### config.mk
export PLATFORM = sky130hd
export DESIGN_NAME = shake_arbiter
export DESIGN_NICKNAME = d
export VERILOG_FILES = /design/src/rtl/shake_arb_pkg.sv /design/src/rtl/shake_arbiter_rr.sv /design/src/rtl/shake_arbiter.sv
export SDC_FILE = /design/constraint.sdc
export NUM_CORES = 1
export LEC_CHECK = 0
export ABC_AREA = 1
export BUFFER_PORTS_ARGS = -buffer_cell sky130_fd_sc_hd__buf_4
export CAP_MARGIN = 20
export CORE_AREA = 2 2 254 256
export CTS_CLUSTER_DIAMETER = 150
export CTS_CLUSTER_SIZE = 16
export DETAILED_ROUTE_END_ITERATION = 7
export DIE_AREA = 0 0 256 258
export PLACE_DENSITY_LB_ADDON = 0.05
export SYNTH_ARGS = -nofsm -noshare
export SYNTH_HDL_FRONTEND = slang
export SYNTH_HIERARCHICAL = 1
export SYNTH_SLANG_ARGS = --single-unit
### constraint.sdc
create_clock -name clk -period 7.5 [get_ports clk]
set_clock_uncertainty 0.2 [all_clocks]
set_input_delay 1.125 -clock clk [delete_from_list [all_inputs] [get_ports clk]]
set_output_delay 1.125 -clock clk [all_outputs]
set_load 0.005 [all_outputs]
### src/rtl/shake_arb_pkg.sv
// shake_arb_pkg: shared state/mode types and round-robin pointer helper for shake_arbiter
package shake_arb_pkg;
  typedef enum logic [2:0] {IDLE, START, ABSORB, SQUEEZE, RELEASE} arb_state_t;
  typedef enum logic {SHAKE128 = 1'b0, SHAKE256 = 1'b1} shake_mode_t;
  function automatic int rr_next(input int idx, input int n);
    return (idx + 1 == n) ? 0 : idx + 1;
  endfunction
endpackage

### src/rtl/shake_arbiter_rr.sv
// rr_arbiter: one-hot pick from req searching upward from ptr (from index 0 when SHAKE_ARB_FIXED_PRIO_EN)
module rr_arbiter import shake_arb_pkg::*; #(
  parameter int N  = 4,
  parameter int PW = $clog2(N)
) (
  input  logic [N-1:0]  req,
  input  logic [PW-1:0] ptr,
  output logic [N-1:0]  gnt,
  output logic [PW-1:0] idx
);
  logic [PW-1:0] base, pos;
  logic found;
`ifdef SHAKE_ARB_FIXED_PRIO_EN
  assign base = '0;
`else
  assign base = ptr;
`endif
  // first requester at or after base, wrapping around
  always_comb begin
    gnt = '0;
    idx = '0;
    pos = '0;
    found = 1'b0;
    for (int i = 0; i < N; i++) begin
      pos = PW'((int'(base) + i) % N);
      if (!found && req[pos]) begin
        gnt[pos] = 1'b1;
        idx = pos;
        found = 1'b1;
      end
    end
  end
endmodule

### src/rtl/shake_arbiter.sv
// shake_arbiter: whole-job arbiter sharing one SHAKE core; SHAKE_ARB_FIXED_PRIO_EN selects fixed priority
module shake_arbiter import shake_arb_pkg::*; #(
  parameter int NUM_REQ = 4,
  parameter int DATA_W  = 64,
  parameter int LEN_W   = 32
) (
  input  logic                      clk,
  input  logic                      rst,
  input  logic [NUM_REQ-1:0]        req,
  input  logic [NUM_REQ-1:0]        req_mode,
  input  logic [NUM_REQ*LEN_W-1:0]  req_outlen,
  output logic [NUM_REQ-1:0]        grant,
  input  logic [NUM_REQ*DATA_W-1:0] in_data,
  input  logic [NUM_REQ-1:0]        in_valid,
  input  logic [NUM_REQ-1:0]        in_last,
  output logic [NUM_REQ-1:0]        in_ready,
  output logic [DATA_W-1:0]         out_data,
  output logic [NUM_REQ-1:0]        out_valid,
  output logic                      out_last,
  input  logic [NUM_REQ-1:0]        out_ready,
  output logic                      core_start,
  output logic                      core_mode,
  output logic [LEN_W-1:0]          core_outlen,
  output logic [DATA_W-1:0]         core_in_data,
  output logic                      core_in_valid,
  output logic                      core_in_last,
  input  logic                      core_in_ready,
  input  logic [DATA_W-1:0]         core_out_data,
  input  logic                      core_out_valid,
  input  logic                      core_out_last,
  output logic                      core_out_ready
);
  localparam int PW = $clog2(NUM_REQ);
  arb_state_t state, nxt;
  shake_mode_t mode_q;
  logic [LEN_W-1:0] outlen_q;
  logic [PW-1:0] win, ptr, pick;
  logic [NUM_REQ-1:0] win_oh, pick_oh;
  logic act, absorb, squeeze;
  rr_arbiter #(.N(NUM_REQ), .PW(PW)) u_rr (
    .req(req),
    .ptr(ptr),
    .gnt(pick_oh),
    .idx(pick)
  );
  // controller state register
  always_ff @(posedge clk) begin
    if (rst) state <= IDLE;
    else state <= nxt;
  end
  // job context captured once at grant time; later req_* changes are ignored
  always_ff @(posedge clk) begin
    if (rst) begin
      win <= '0;
      win_oh <= '0;
      mode_q <= SHAKE128;
      outlen_q <= '0;
    end else if (state == IDLE && |req) begin
      win <= pick;
      win_oh <= pick_oh;
      mode_q <= shake_mode_t'(req_mode[pick]);
      outlen_q <= req_outlen[int'(pick)*LEN_W +: LEN_W];
    end
  end
`ifdef SHAKE_ARB_FIXED_PRIO_EN
  assign ptr = '0;
`else
  // search restarts just past the requester that was last served
  always_ff @(posedge clk) begin
    if (rst) ptr <= '0;
    else if (state == RELEASE) ptr <= PW'(rr_next(int'(win), NUM_REQ));
  end
`endif
  // job sequencing: one grant spans start, full absorb and full squeeze
  always_comb begin
    nxt = state == IDLE    ? (|req ? START : IDLE) :
          state == START   ? ABSORB :
          state == ABSORB  ? (core_in_valid & core_in_ready & core_in_last ? SQUEEZE : ABSORB) :
          state == SQUEEZE ? (core_out_valid & core_out_ready & core_out_last ? RELEASE : SQUEEZE) :
                             IDLE;
  end
  assign act            = state == START || state == ABSORB || state == SQUEEZE;
  assign absorb         = state == ABSORB;
  assign squeeze        = state == SQUEEZE;
  assign grant          = act ? win_oh : '0;
  assign core_start     = state == START;
  assign core_mode      = mode_q;
  assign core_outlen    = outlen_q;
  assign core_in_data   = in_data[int'(win)*DATA_W +: DATA_W];
  assign core_in_valid  = absorb & in_valid[win];
  assign core_in_last   = absorb & in_last[win];
  assign in_ready       = (absorb & core_in_ready) ? win_oh : '0;
  assign out_data       = core_out_data;
  assign out_valid      = (squeeze & core_out_valid) ? win_oh : '0;
  assign out_last       = squeeze & core_out_last;
  assign core_out_ready = squeeze & out_ready[win];
endmodule

==> results of run 1 <==
==> path summary, 6_finish.rpt <==
path,start,end,depth (start not counted)
min reg2reg,core_outlen[19],core_outlen[19],2
max,win[0],core_in_data[29],5
min,core_outlen[19],core_outlen[19],2
max reg2reg,ptr[0],core_outlen[14],16
==> worst reg2reg max path: cells and delay by family, from the launching register on <==
| family | cells | cell delay, ns |
|---|---|---|
| DFF | 1 | 0.64 |
| adders and majority gates | 1 | 0.37 |
| buffers and inverters | 5 | 1.82 |
| and+or+nand+nor | 7 | 0.68 |
| AOI/OAI and AO/OA | 3 | 0.37 |
==> cell usage in the layout (no fill, tap or decap), drive strengths merged <==
master / netlist / final
a211oi: 6 / 6
bufinv: 1 / 2
inv: 37 / 38
dfxtp: 44 / 44
o21ai: 199 / 199
a21oi: 43 / 43
nand4: 1 / 1
nor3: 2 / 2
nand2: 112 / 112
clkinv: 1 / 2
buf: 130 / 531
a21boi: 5 / 5
o22ai: 97 / 97
clkbuf: 11 / 5
nand3: 33 / 33
ha: 6 / 6
nor2: 230 / 230
diode: 0 / 1
==> layout make-up <==
type / count / area, um^2 / area share [%]
Multi-Input combinational cell: 734 / 3764 / 37.48
Tap cell: 855 / 1070 / 10.65
Inverter: 39 / 167.7 / 1.670
Clock buffer: 5 / 125.1 / 1.246
Timing Repair Buffer: 531 / 3986 / 39.70
Sequential cell: 44 / 885.9 / 8.821
Clock inverter: 3 / 41.29 / 0.4112
Antenna cell: 1 / 2.502 / 0.02492
==> cell usage after synthesis <==
cell type    n
a211oi_2     6
a21boi_0     4
a21boi_1     1
a21oi_1     12
a21oi_2     31
buf_12       4
buf_2       47
buf_4       71
buf_6        8
bufinv_8     1
clkbuf_1    11
clkinv_1     1
dfxtp_1     44
ha_1         6
inv_1       30
inv_2        5
inv_4        1
inv_6        1
nand2_1    106
nand2_2      2
nand2_4      2
nand2_8      2
nand3_1     31
nand3_2      1
nand3_4      1
nand4_1      1
nor2_1     196
nor2_2      33
nor2_8       1
nor3_1       2
o21ai_0    174
o21ai_1     25
o22ai_1     97
==> power groups by stage <==
| stage | Clock, mW | Combinational [mW] | Sequential [mW] |
|---|---|---|---|
| after detailed placement | 0 | 0.889 | 0.306 |
| after global placement | 0 | 0.904 | 0.307 |
| after floorplan | 0 | 0.439 | 0.288 |
| after global routing | 0.303 | 0.955 | 0.306 |
| after CTS | 0.302 | 0.890 | 0.301 |
| final | 0.280 | 0.855 | 0.299 |
==> flip-flops by register name, indices dropped and copies added (netlist names) <==
signal / flops
win: 2
core_outlen: 32
core_mode: 1
state: 3
win_oh: 4
ptr: 2
==> routing by layer <==
layer	vias up	GRT usage (%)	part of all wire, %
met5	-	0	0
met4	0	1.982	1.1
met3	17	6.429	12
met2	416	21.73	48
met1	3758	14.09	39
li1	3994	-	-
==> logic make-up (layout without fill, tap and decap cells) <==
logic type,after synthesis,count (layout)
flops,44,44
buf+inv,180,578
other cells,0,1
fa+ha+maj,6,6
compound gates,350,350
simple gates,378,378
==> through the flow <==
stage	power (mW)	setup WS [ns]
after floorplan	0.7265	4.631
after global placement	1.211	3.082
after detailed placement	1.195	3.045
after CTS	1.494	2.945
after global routing	1.564	2.752
final	1.435	3.159
==> key figures, run 1 <==
Status
  – Status: finished clean

GRT
  – First-pass GRT wire length: 61.80 mm
  – Total track usage: 12.60%
  – Largest net degree at the start of global routing: 83
  – Vias in the first global route: 8553
  – Number of antenna violations at the first check in global routing: 0
  – Overflow after GRT: 0

Power
  – Comb power frac: 59.6%
  – PwrDens: 142.9 nW/um^2
  – VDD IR max: 0.1255 mV
  – Leakage power: 4.458 nW
  – Int Power: 830.4 uW
  – Switching Fraction: 42.12%
  – P_sw: 604.2 uW
  – Sequential fraction of design power: 20.8%
  – Clk pwr share: 19.5%

Detailed routing
  – Via Count: 8185
  – Antenna-violating nets left: 0
  – Drt drc: 0
  – Routed wire length: 43.89 mm
  – DRT Pass-1 Iters: 4
  – Vias per std cell: 3.700
  – WL/cell: 19.84 um
  – Initial DRC count: 337

Worst setup path
  – Crit path buffers/inverters: 3
  – CP max stage cell: buf_4
  – Critical path class: flop to output pin
  – Crit path max fanout: 72
  – Crit-path cells: inv_4, buf_4, o21ai_0, o22ai_1, buf_4
  – Critical path capture point type: output pin
  – Critical path's top delay family: buffers and inverters
  – Slowest stage delay, CP: 0.66 ns
  – Most used cell, CP: buf_4
  – Worst EP required: 6.17 ns
  – Critical path startpoint category: flop
  – Arr. time, crit path: 3.02 ns
  – Reg2Reg Setup Slack: 3.28 ns

Place
  – DP Wirelength: 34.23 mm
  – Placed cell count: 2203
  – RePlAce Congestion: 0.8604
  – PortBufs: 522
  – Post-DP Area: 9873 um^2

STA
  – Setup Viol. Count Final: 0
  – Measured slew at the worst slew-check pin: 0.9073 ns
  – Post-layout min period: 4.341 ns
  – RSZ-0062 raised after global routing: false
  – Crit share post-route: 57.88%
  – Final Hold Viols: 0
  – Max-slew violations: 0
  – Final hold slack: 0.2742 ns
  – Setup Total Neg Slack: 0 ns
  – Fmax: 230.4 MHz
  – Relative slew slack: 39.51%

Synthesis
  – Sequential area share after synthesis: 15.23%
  – Synthesized flop and latch total: 44
  – Synth Area in Simple Gates: 28.25%
  – Post-Synthesis Cells: 958
  – Syn Nets: 1437
  – Share of the synthesized area in the top cell type: 15.23%
  – Cell taking the most area after synthesis: dfxtp_1
  – Main combinational cell family by area after synthesis: compound AO/OA/AOI/OAI gates
  – Synth Area in Compound Gates: 35.39%
  – Cell variety after synth: 33
  – Yosys Warn Count: 6
  – Synthesized-area fraction occupied by adder cells: 1.298%
  – Ranking of synthesized cells by area: dfxtp_1, o21ai_0, nor2_1
  – Mapped Area: 5784 um^2
  – Mux cell area share after synthesis: 0%
  – Syn_area_per_cell: 6.038 um^2
  – Synth Area in XOR/XNOR: 0%

Floorplan
  – # IOs: 651
  – Die ar.: 66050 um^2
  – Chip width: 256 um
  – Placeable Area: 63650 um^2
  – Initial core utilization: 9.088%
  – Row count: 93
  – Chip height: 258 um

Hold path
  – HP Class: flop to flop

CTS
  – Clock buffer count from CTS: 5
  – Clock latency on the worst-skew pair: 0.31 ns
  – Total clock sinks: 44
  – Root buf cell: clkbuf_16
  – H-Tree Depth: 2
  – Post-CTS resize count: 0
  – CTS clock-pin slew for the worst setup and hold paths: 0.08 ns
  – Post-CTS setup buffer count: 0
  – TritonCTS clock tree: built
  – Max clock buf depth: 2
  – Hold Buf Count CTS: 0

Final layout
  – Final Cell Area: 10040 um^2
  – FILL cells: 7458
  – Layout area overhead: 73.61%
  – Layout cells sized above 1: 46.39%
  – Layout Utilization: 15.78%
  – Post-route insts no fill: 2212
  – Post-layout nets: 1834

Run
  – Max cap viols: 0
No activity file was read; power rests on OpenSTA's default activity.
==> run 2, diff against run 1 <==
- clock period: 7.5 -> 3.91 ns (I/O delays scaled with it)
==> run 2 against run 1 <==
Core utilization increased by 0.17 points. Largest power group unchanged. Design area rose by 1.1%. Critical path type is now flop to flop. Die area did not move. Clock power rose by 61%. Count of clock-buffer cells in the layout increased by 1. Final cell count up 0.54%. Worst hold slack better by 0.0024 ns. Wire length is 1.4% higher. Sequential share of layout area fell by 0.096 points.
==> key figures, run 2 (synthesis results as in run 1) <==
Final layout
  – Post-layout nets: 1846
  – Most frequent cells in the layout: buf_4, nor2_1, o21ai_0, nand2_1, o22ai_1
  – Commonest non-fill, non-tap cell in the layout: buf_4
  – Max reg flops: 32
  – Layout cells sized above 1: 46.74%
  – Layout area overhead: 75.51%

STA
  – Setup Total Neg Slack: 0 ns
  – Crit share post-route: 82.01%
  – RSZ-0062 raised after global routing: false
  – Post-layout min period: 3.207 ns
  – Max-slew violations: 0
  – Relative slew slack: 44.04%
  – Final Hold Viols: 0
  – Measured slew at the worst slew-check pin: 0.8394 ns
  – Setup Viol. Count Final: 0
  – Fmax: 311.9 MHz
  – Final hold slack: 0.2767 ns

Detailed routing
  – Vias per std cell: 3.707
  – Drt drc: 0
  – Routed wire length: 44.51 mm
  – Antenna-violating nets left: 0
  – Initial DRC count: 302
  – Via Count: 8244
  – WL/cell: 20.01 um
  – DRT Pass-1 Iters: 4

Power
  – P_sw: 1.164 mW
  – Int Power: 1.555 mW
  – Clk pwr share: 16.6%
  – PwrDens: 267.8 nW/um^2
  – Switching Fraction: 42.80%
  – Comb power frac: 63.1%
  – Sequential fraction of design power: 20.3%
  – Power Total: 2.719 mW
  – Leakage power: 4.517 nW
  – VDD IR max: 0.1515 mV

CTS
  – CTS clock-pin slew for the worst setup and hold paths: 0.07 ns
  – Total clock sinks: 44
  – Clock buffer count from CTS: 5
  – H-Tree Depth: 2
  – Hold Buf Count CTS: 0
  – TritonCTS clock tree: built
  – Post-CTS resize count: 0
  – Root buf cell: clkbuf_16
  – Max clock buf depth: 2
  – Post-CTS setup buffer count: 0
  – Clock latency on the worst-skew pair: 0.30 ns

GRT
  – Vias in the first global route: 8677
  – Largest net degree at the start of global routing: 137
  – Overflow after GRT: 0
  – Number of antenna violations at the first check in global routing: 1
  – Total track usage: 12.89%
  – First-pass GRT wire length: 63.14 mm

Worst setup path
  – Critical path startpoint category: flop
  – Arr. time, crit path: 3.24 ns
  – Worst EP required: 3.94 ns
  – Worst Reg2Reg Path Length in Cells: 14
  – Critical path class: flop to flop
  – Crit path max fanout: 43
  – Critical path capture point type: flop

Hold path
  – HP Class: flop to flop
  – Worst hold path depth: 2

Place
  – RePlAce Congestion: 0.8844
  – DP Wirelength: 35.69 mm
  – PortBufs: 522

Run
  – Max cap viols: 0

Status
  – Status: finished clean

Floorplan
  – Placeable Area: 63650 um^2
  – # IOs: 651
  – Initial core utilization: 9.088%
  – Row count: 93
  – Die ar.: 66050 um^2
  – Chip height: 258 um
  – Chip width: 256 um
run 2: changes by cell type in the layout (fill, tap and decap cells not counted):
cell	delta
buf_12	+4
buf_4	+8
bufinv_16	-1
clkbuf_1	+1
diode_2	+1
inv_4	-1
run 2: routing by layer:
metal / global-route usage [%] / vias to the layer above / routed length, um
li1: - / 4017 / -
met1: 14.44 / 3779 / 17580
met2: 22.24 / 429 / 21320
met3: 6.557 / 17 / 5149
met4: 1.917 / 2 / 453
met5: 0 / - / 10
run 2: cell type report:
| type | instances | area [um^2] |
|---|---|---|
| fill | 7506 | 53500 |
| timing repair buffer | 543 | 4126 |
| multi-input combinational | 734 | 3764 |
| tap | 855 | 1070 |
| sequential | 44 | 885.9 |
| inverter | 39 | 167.7 |
| clock buffer | 6 | 128.9 |
| clock inverter | 1 | 5.005 |
| antenna | 2 | 5.005 |
run 2: final timing paths:
| check | slack, ns | to | startpoint |
|---|---|---|---|
| worst min register to register | 0.28 | core_outlen[12] | core_outlen[12] |
| worst min-delay path | 0.28 | core_outlen[12] | core_outlen[12] |
| worst max-delay path | 0.70 | core_outlen[20] | ptr[1] |
| worst max register to register | 0.70 | core_outlen[20] | ptr[1] |
run 2: worst max-delay path, cell delays in order, from the launching register on:
cell and delay (ns):
dfxtp_1 0.49, bufinv_8 0.27, ha_1 0.32, inv_1 0.13, nand3_1 0.11, nand2_2 0.13, o21ai_1 0.08, nor2_1 0.17
nor2_4 0.12, inv_2 0.07, buf_4 0.45, nor2_1 0.11, o22ai_1 0.25, nand2_1 0.08, a21oi_1 0.12
run 2: through the flow:
| step | instances | worst slack [ns] | util (%) | instance area [um^2] |
|---|---|---|---|---|
| floorplan | 958 | 1.229 | - | 5784 |
| global placement | 2215 | 0.6787 | 15.73 | 10010 |
| detailed placement | 2215 | 0.6696 | 15.73 | 10010 |
| CTS | 2222 | 0.6376 | 15.94 | 10150 |
| global route | 2222 | 0.4525 | 15.94 | 10150 |
| finish | 2224 | 0.7035 | 15.95 | 10150 |
run 2: power groups by stage:
stage	sequential [mW]	combinational (mW)	clock, mW
CTS	0.556	1.78	0.503
global route	0.563	1.91	0.505
floorplan	0.552	0.841	0
global placement	0.567	1.80	0
detailed placement	0.565	1.78	0
finish	0.553	1.72	0.450
